--- config.mk ---
export PLATFORM = sky130hd
export DESIGN_NAME = gpio_pad_responder
export DESIGN_NICKNAME = d
export VERILOG_FILES = /design/src/rtl/gpio_pad_pkg.sv /design/src/rtl/gpio_pad_evt_fifo.sv /design/src/rtl/gpio_pad_responder.sv
export SDC_FILE = /design/constraint.sdc
export NUM_CORES = 1
export LEC_CHECK = 0
export BUFFER_PORTS_ARGS = -buffer_cell sky130_fd_sc_hd__buf_2
export CAP_MARGIN = 20
export CELL_PAD_IN_SITES_DETAIL_PLACEMENT = 1
export CELL_PAD_IN_SITES_GLOBAL_PLACEMENT = 2
export CORE_ASPECT_RATIO = 0.6
export CORE_MARGIN = 1.5
export CORE_UTILIZATION = 40
export DETAILED_ROUTE_END_ITERATION = 10
export PLACE_DENSITY_LB_ADDON = 0.05
export RECOVER_POWER = 100
export SETUP_SLACK_MARGIN = 0.4
export SLEW_MARGIN = 20
export SYNTH_ARGS = -nofsm -noshare
export SYNTH_HDL_FRONTEND = slang
export SYNTH_SLANG_ARGS = --single-unit
--- constraint.sdc ---
create_clock -name pclk -period 7.5 [get_ports pclk]
set_clock_uncertainty 0.2 [all_clocks]
set_input_delay 1.5 -clock pclk [delete_from_list [all_inputs] [get_ports pclk]]
set_output_delay 1.5 -clock pclk [all_outputs]
set_load 0.01 [all_outputs]
--- src/rtl/gpio_pad_pkg.sv ---
// Shared types, default parameters and legality helpers for the GPIO pad responder.
// The event struct below matches the default widths; the top re-declares it per instance.
`ifndef GPIO_DATA_WIDTH
`define GPIO_DATA_WIDTH 8
`endif

package gpio_pad_pkg;

  localparam int GPIO_PAD_DW_DEF         = `GPIO_DATA_WIDTH;
  localparam int GPIO_PAD_DELAY_DEF      = 2;
  localparam int GPIO_PAD_CONT_DEF       = 3;
  localparam int GPIO_PAD_TS_W_DEF       = 16;
  localparam int GPIO_PAD_FIFO_DEPTH_DEF = 8;

  localparam int GPIO_PAD_DELAY_MIN = 1;
  localparam int GPIO_PAD_DELAY_MAX = 4;
  localparam int GPIO_PAD_CONT_MIN  = 1;
  localparam int GPIO_PAD_CONT_MAX  = 15;

  typedef struct packed {
    logic [GPIO_PAD_DW_DEF-1:0]   pins;
    logic [GPIO_PAD_TS_W_DEF-1:0] stamp;
  } gpio_pad_evt_t;

  function automatic bit pad_delay_ok(int d);
    return (d >= GPIO_PAD_DELAY_MIN) && (d <= GPIO_PAD_DELAY_MAX);
  endfunction

  function automatic bit cont_cycles_ok(int c);
    return (c >= GPIO_PAD_CONT_MIN) && (c <= GPIO_PAD_CONT_MAX);
  endfunction

  function automatic bit fifo_depth_ok(int n);
    return (n >= 2) && ((n & (n - 1)) == 0);
  endfunction

endpackage

--- src/rtl/gpio_pad_evt_fifo.sv ---
// Show-ahead synchronous FIFO for pad events; head reads as zero while empty.
// A push into a full FIFO is accepted only when a pop happens in the same cycle.
module gpio_pad_evt_fifo
  import gpio_pad_pkg::*;
#(
  parameter int  DEPTH = GPIO_PAD_FIFO_DEPTH_DEF,
  parameter type evt_t = gpio_pad_evt_t
) (
  input  logic clk_i,
  input  logic rst_n_i,
  input  logic push_i,
  input  evt_t push_data_i,
  input  logic pop_i,
  output evt_t head_o,
  output logic empty_o,
  output logic full_o
);

  localparam int AW = $clog2(DEPTH);

  evt_t          mem_q [DEPTH];
  logic [AW:0]   wr_ptr_q, wr_ptr_d;
  logic [AW:0]   rd_ptr_q, rd_ptr_d;
  logic          do_push, do_pop;

  // Extra pointer bit distinguishes full from empty when the indices match.
  assign empty_o = (wr_ptr_q == rd_ptr_q);
  assign full_o  = (wr_ptr_q[AW] != rd_ptr_q[AW]) &&
                   (wr_ptr_q[AW-1:0] == rd_ptr_q[AW-1:0]);

  assign do_pop  = pop_i && !empty_o;
  assign do_push = push_i && (!full_o || do_pop);

  assign wr_ptr_d = wr_ptr_q + {{AW{1'b0}}, do_push};
  assign rd_ptr_d = rd_ptr_q + {{AW{1'b0}}, do_pop};

  always_ff @(posedge clk_i or negedge rst_n_i) begin
    if (!rst_n_i) begin
      wr_ptr_q <= '0;
      rd_ptr_q <= '0;
    end else begin
      wr_ptr_q <= wr_ptr_d;
      rd_ptr_q <= rd_ptr_d;
    end
  end

  always_ff @(posedge clk_i) begin
    if (do_push) begin
      mem_q[wr_ptr_q[AW-1:0]] <= push_data_i;
    end
  end

  assign head_o = empty_o ? evt_t'('0) : mem_q[rd_ptr_q[AW-1:0]];

endmodule

--- src/rtl/gpio_pad_responder.sv ---
// Pad-side model of the GPIO block: resolves each pad, returns it through a delay
// pipeline, flags drive contention and logs timestamped pad changes in a FIFO.
module gpio_pad_responder
  import gpio_pad_pkg::*;
#(
  parameter int          DW          = `GPIO_DATA_WIDTH,
  parameter int          PAD_DELAY   = GPIO_PAD_DELAY_DEF,
  parameter logic [DW-1:0] PULL_VAL  = '0,
  parameter int          CONT_CYCLES = GPIO_PAD_CONT_DEF,
  parameter int          TS_W        = GPIO_PAD_TS_W_DEF,
  parameter int          FIFO_DEPTH  = GPIO_PAD_FIFO_DEPTH_DEF
) (
  input  logic            pclk,
  input  logic            n_p_reset,
  input  logic [DW-1:0]   n_gpio_pin_oe,
  input  logic [DW-1:0]   gpio_pin_out,
  output logic [DW-1:0]   gpio_pin_in,
  input  logic [DW-1:0]   ext_drive_en,
  input  logic [DW-1:0]   ext_value,
  input  logic [DW-1:0]   clr_contention,
  output logic [DW-1:0]   contention,
  output logic            evt_valid,
  input  logic            evt_ready,
  output logic [DW-1:0]   evt_pins,
  output logic [TS_W-1:0] evt_time,
  input  logic            clr_overflow,
  output logic            evt_overflow
);

  if (!pad_delay_ok(PAD_DELAY)) begin : g_bad_pad_delay
    $error("gpio_pad_responder: PAD_DELAY must be within 1..4");
  end
  if (!cont_cycles_ok(CONT_CYCLES)) begin : g_bad_cont_cycles
    $error("gpio_pad_responder: CONT_CYCLES must be within 1..15");
  end
  if (!fifo_depth_ok(FIFO_DEPTH)) begin : g_bad_fifo_depth
    $error("gpio_pad_responder: FIFO_DEPTH must be a power of 2, at least 2");
  end

  typedef struct packed {
    logic [DW-1:0]   pins;
    logic [TS_W-1:0] stamp;
  } evt_t;

  localparam logic [3:0] CONT_MAX = 4'(CONT_CYCLES);

  logic [DW-1:0]   pad;
  logic [DW-1:0]   contend;
  logic [DW-1:0]   pipe_q [PAD_DELAY];
  logic [DW-1:0]   pad_q;
  logic [3:0]      cnt_q [DW];
  logic [3:0]      cnt_d [DW];
  logic [DW-1:0]   cont_flag_q, cont_flag_d;
  logic [TS_W-1:0] ts_q;
  logic            ovf_q, ovf_d;
  logic            evt_push, evt_pop, evt_drop;
  logic            fifo_full, fifo_empty;
  evt_t            evt_in, evt_head;

  // GPIO output enable has priority, then the external driver, then the pull.
  assign pad = (~n_gpio_pin_oe & gpio_pin_out) |
               ( n_gpio_pin_oe &  ext_drive_en & ext_value) |
               ( n_gpio_pin_oe & ~ext_drive_en & PULL_VAL);

  assign contend = ~n_gpio_pin_oe & ext_drive_en & (gpio_pin_out ^ ext_value);

  always_ff @(posedge pclk or negedge n_p_reset) begin
    if (!n_p_reset) begin
      for (int s = 0; s < PAD_DELAY; s++) pipe_q[s] <= PULL_VAL;
      pad_q <= PULL_VAL;
      ts_q  <= '0;
    end else begin
      pipe_q[0] <= pad;
      for (int s = 1; s < PAD_DELAY; s++) pipe_q[s] <= pipe_q[s-1];
      pad_q <= pad;
      ts_q  <= ts_q + 1'b1;
    end
  end

  // Holding the counter at CONT_MAX keeps the set term active, so a clear
  // cannot drop the flag while contention persists.
  always_comb begin
    cont_flag_d = cont_flag_q;
    for (int i = 0; i < DW; i++) begin
      cnt_d[i] = '0;
      if (contend[i]) begin
        cnt_d[i] = (cnt_q[i] >= CONT_MAX) ? CONT_MAX : cnt_q[i] + 4'd1;
      end
      cont_flag_d[i] = (cnt_d[i] == CONT_MAX) || (cont_flag_q[i] && !clr_contention[i]);
    end
  end

  always_ff @(posedge pclk or negedge n_p_reset) begin
    if (!n_p_reset) begin
      for (int i = 0; i < DW; i++) cnt_q[i] <= '0;
      cont_flag_q <= '0;
      ovf_q       <= 1'b0;
    end else begin
      for (int i = 0; i < DW; i++) cnt_q[i] <= cnt_d[i];
      cont_flag_q <= cont_flag_d;
      ovf_q       <= ovf_d;
    end
  end

  assign evt_push     = (pad != pad_q);
  assign evt_pop      = evt_valid && evt_ready;
  assign evt_drop     = evt_push && fifo_full && !evt_pop;
  assign ovf_d        = evt_drop || (ovf_q && !clr_overflow);
  assign evt_in.pins  = pad;
  assign evt_in.stamp = ts_q;

  gpio_pad_evt_fifo #(
    .DEPTH (FIFO_DEPTH),
    .evt_t (evt_t)
  ) u_evt_fifo (
    .clk_i       (pclk),
    .rst_n_i     (n_p_reset),
    .push_i      (evt_push),
    .push_data_i (evt_in),
    .pop_i       (evt_pop),
    .head_o      (evt_head),
    .empty_o     (fifo_empty),
    .full_o      (fifo_full)
  );

  assign gpio_pin_in  = pipe_q[PAD_DELAY-1];
  assign contention   = cont_flag_q;
  assign evt_valid    = !fifo_empty;
  assign evt_pins     = evt_head.pins;
  assign evt_time     = evt_head.stamp;
  assign evt_overflow = ovf_q;

endmodule

==> impl_metrics.py <==
metrics = {
    "run_status": {
        "status": "complete, but fails checks",
        "violations": "capacitance limit, slew limit",
    },
    "logic_synthesis": {
        "netlist.top_cell.by_area": "edfxtp_1",
        "synth_compound_area_share_pct": 2.272,
        "synthXorXnorAreaFrac_pct": 3.246,
        "yosysUniqueCellTypes": 37,
        "synth_fa_ha_area_share_pct": 1.507,
        "synth_top_family_by_area": "multiplexers",
        "synth-seq-cells": 273,
        "ys_warn_count": 0,
        "yosys-top-cells-area": "edfxtp_1, dfrtp_1, mux4_2, mux2i_1, xnor2_1",
        "syn_inst": 609,
        "yosysSeqAreaShare_pct": 72.20,
        "synthSimpleGateAreaFrac_pct": 6.063,
        "synth_area_um2": 10790,
        "synth_top_area_share_pct": 53.42,
        "syn_area_per_cell_um2": 17.72,
        "synth_mux_area_share_pct": 12.80,
    },
    "run": {
        "drv_cap": 10,
    },
    "layout": {
        "layout-drive-gt1-share_pct": 17.14,
        "synthToLayoutAreaGrowth_pct": 15.12,
        "nNetsFinal": 784,
        "layout.cells.non_filler": 1107,
        "num_antenna_cells": 0,
        "final_cell_mix": "edfxtp_1, dfrtp_1, clkbuf_1",
        "final_common_cell": "edfxtp_1",
    },
    "detailed_routing": {
        "num_vias": 5530,
        "routedWlPerCell_um": 21.12,
        "drt_first_pass_iters": 7,
        "via_per_inst": 4.995,
        "drtAntennaViolNets": 0,
        "routed_wl_mm": 23.38,
        "dr.first_iter.drc_count": 323,
        "drc_errors": 0,
    },
    "global_route": {
        "overflow": 0,
        "grt_pass1_vias": 6068,
        "grt_max_degree": 68,
        "grt_usage_pct": 17.45,
        "grt_pass1_wl_mm": 36.38,
        "antenna_found_initial": 1,
    },
    "clock_tree": {
        "clkSinkCount": 273,
        "cts_tree": "built",
        "cts_buffers": 27,
        "cts_resized": 0,
        "cts_root_buf": "clkbuf_16",
        "h-tree-depth": 1,
        "ctsHoldBuffers": 0,
        "clk_latency_ns": 0.54,
        "max-clock-path-buffers": 3,
        "post_cts_buffers": 0,
        "clk_pin_slew_worst_paths_ns": 0.06,
    },
    "pwr": {
        "power_density_nw_per_um2": 387.0,
        "leakagePower_nw": 4.673,
        "ir_worst_vdd_mv": 0.2557,
        "power.switching_mw": 1.509,
        "clockPowerShare_pct": 27.2,
        "intPower_mw": 3.300,
        "p_comb_share_pct": 28.0,
        "p_sw_share_pct": 31.38,
        "pwr-share-seq_pct": 44.8,
    },
    "sta": {
        "hold_viol_final": 0,
        "setup_tns_ns": 0,
        "layout_min_cycle_time_ns": 5.394,
        "worstMarginPinSlew_ns": 1.875,
        "finalCritPeriodShare_pct": 71.92,
        "setup_violations": 0,
        "max-slew-margin-rel_pct": -25.01,
        "rsz0062_at_grt": "no",
        "slew_viol_final": 230,
        "fmax_mhz": 185.4,
        "hold_slack_ns": 0.2424,
    },
    "worst_setup_path": {
        "setup.worst_path.start": "u_evt_fifo.rd_ptr_q[0]",
        "crit_path_end_kind": "primary output",
        "path_class": "reg -> out",
        "cp_data_required_time_ns": 5.80,
        "cp.arrival_ns": 3.69,
        "critPathMaxFanout": 26,
        "r2r-start": "pad_q[7]",
        "start_kind": "flop",
    },
    "floorplanning": {
        "die_h_um": 130.2,
        "fp-row-count": 46,
        "ios": 86,
        "fp.coreArea_um2": 26480,
        "floorplan.die_area_um2": 28010,
        "start_util_pct": 40.77,
        "die_x_um": 215.1,
    },
    "placed_design": {
        "port_buffers": 85,
        "place_congestion": 0.7272,
        "dp.cells": 1058,
        "hpwl_mm": 14.02,
    },
    "worst_hold_path": {
        "min_path_type": "reg -> reg",
        "hp-start": "pad_q[4]",
    },
}
critical path: stages (launching register included):
cell and delay [ns]:
dfrtp_1 1.04, xnor2_1 0.20, nand3_1 0.13, nor2b_2 0.12, clkbuf_1 1.22, nor2_1 0.23, clkbuf_1 0.21
flip-flops by register name, indices dropped and copies added (netlist names):
register / cells
cnt_q: 32
contention: 8
evt_overflow: 1
gpio_pin_in: 8
pad_q: 8
ts_q: 16
u_evt_fifo.mem_q: 192
u_evt_fifo.rd_ptr_q: 4
u_evt_fifo.wr_ptr_q: 4
cells by family (layout without fill, tap and decap cells):
| kind of cell | after synthesis | after routing |
|---|---|---|
| other | 1 | 16 |
| muxes | 78 | 78 |
| adders and majority gates | 13 | 13 |
| buffers and inverters | 43 | 166 |
| xor gates and xnor gates | 40 | 40 |
| DFF | 273 | 273 |
| and+or+nand+nor | 126 | 126 |
| AOI/OAI and AO/OA | 35 | 35 |
path summary, 6_finish.rpt:
kind,to,slack [ns],cells after the start
setup reg to reg,u_evt_fifo.mem_q[7][8],3.27,6
hold / removal,gpio_pin_in[4],0.24,0
hold reg to reg,gpio_pin_in[4],0.24,0
min in group asynchronous,cnt_q[13],0.81,1
max in group asynchronous,u_evt_fifo.rd_ptr_q[1],4.86,2
setup / recovery,evt_time[1],2.11,6
cell usage after synthesis (all sizes together):
cell type  number
edfxtp        192
dfrtp          81
mux4           48
nor2           33
mux2i          30
xnor2          25
nand2          24
inv            23
nand3          16
o21ai          16
buf            15
xor2           15
ha             13
a21oi          11
nand2b         11
nor3           11
nand3b          8
nor4            6
clkbuf          5
and3            4
nand4           4
o22ai           4
and4b           3
a2111oi         2
nor2b           2
a22o            1
a31oi           1
and3b           1
and4            1
and4bb          1
conb            1
nor4bb          1
power by group through the flow:
| stage | clock (mW) | sequential, mW | combinational (mW) |
|---|---|---|---|
| 2_1_floorplan | 0 | 2.09 | 0.990 |
| 3_3_place_gp | 0 | 2.16 | 1.43 |
| 3_5_place_dp | 0 | 2.18 | 1.45 |
| 4_1_cts | 1.35 | 2.15 | 1.45 |
| 5_1_grt | 1.40 | 2.20 | 1.48 |
| 6_report | 1.31 | 2.16 | 1.35 |
layer usage:
layer	vias to the layer above	GRT usage, %	share of wire (%)
met2	73	27.47	45
met5	-	0	0
li1	2542	-	-
met3	25	3.124	3.3
met1	2890	25.65	50
met4	0	3.784	1.7
layout make-up:
cell class | count | area (um^2)
clock buffer | 35 | 715.7
clock inverter | 14 | 131.4
fill | 2592 | 14050
inverter | 23 | 86.33
multi-input combinational | 308 | 2838
sequential | 273 | 7794
tap | 360 | 450.4
timing repair buffer | 94 | 409.1
per-stage QoR:
step | setup slack, ns | area [um^2] | total power [mW] | util, %
detailed placement | 3.187 | 11700 | 3.627 | 44.20
CTS | 2.613 | 12550 | 4.952 | 47.40
floorplan | 2.303 | 10850 | 3.076 | -
finish | 2.106 | 12420 | 4.808 | 46.93
global route | 1.694 | 12420 | 5.075 | 46.93
global placement | 3.206 | 11700 | 3.587 | 44.20
No activity file was read; power rests on OpenSTA's default activity.
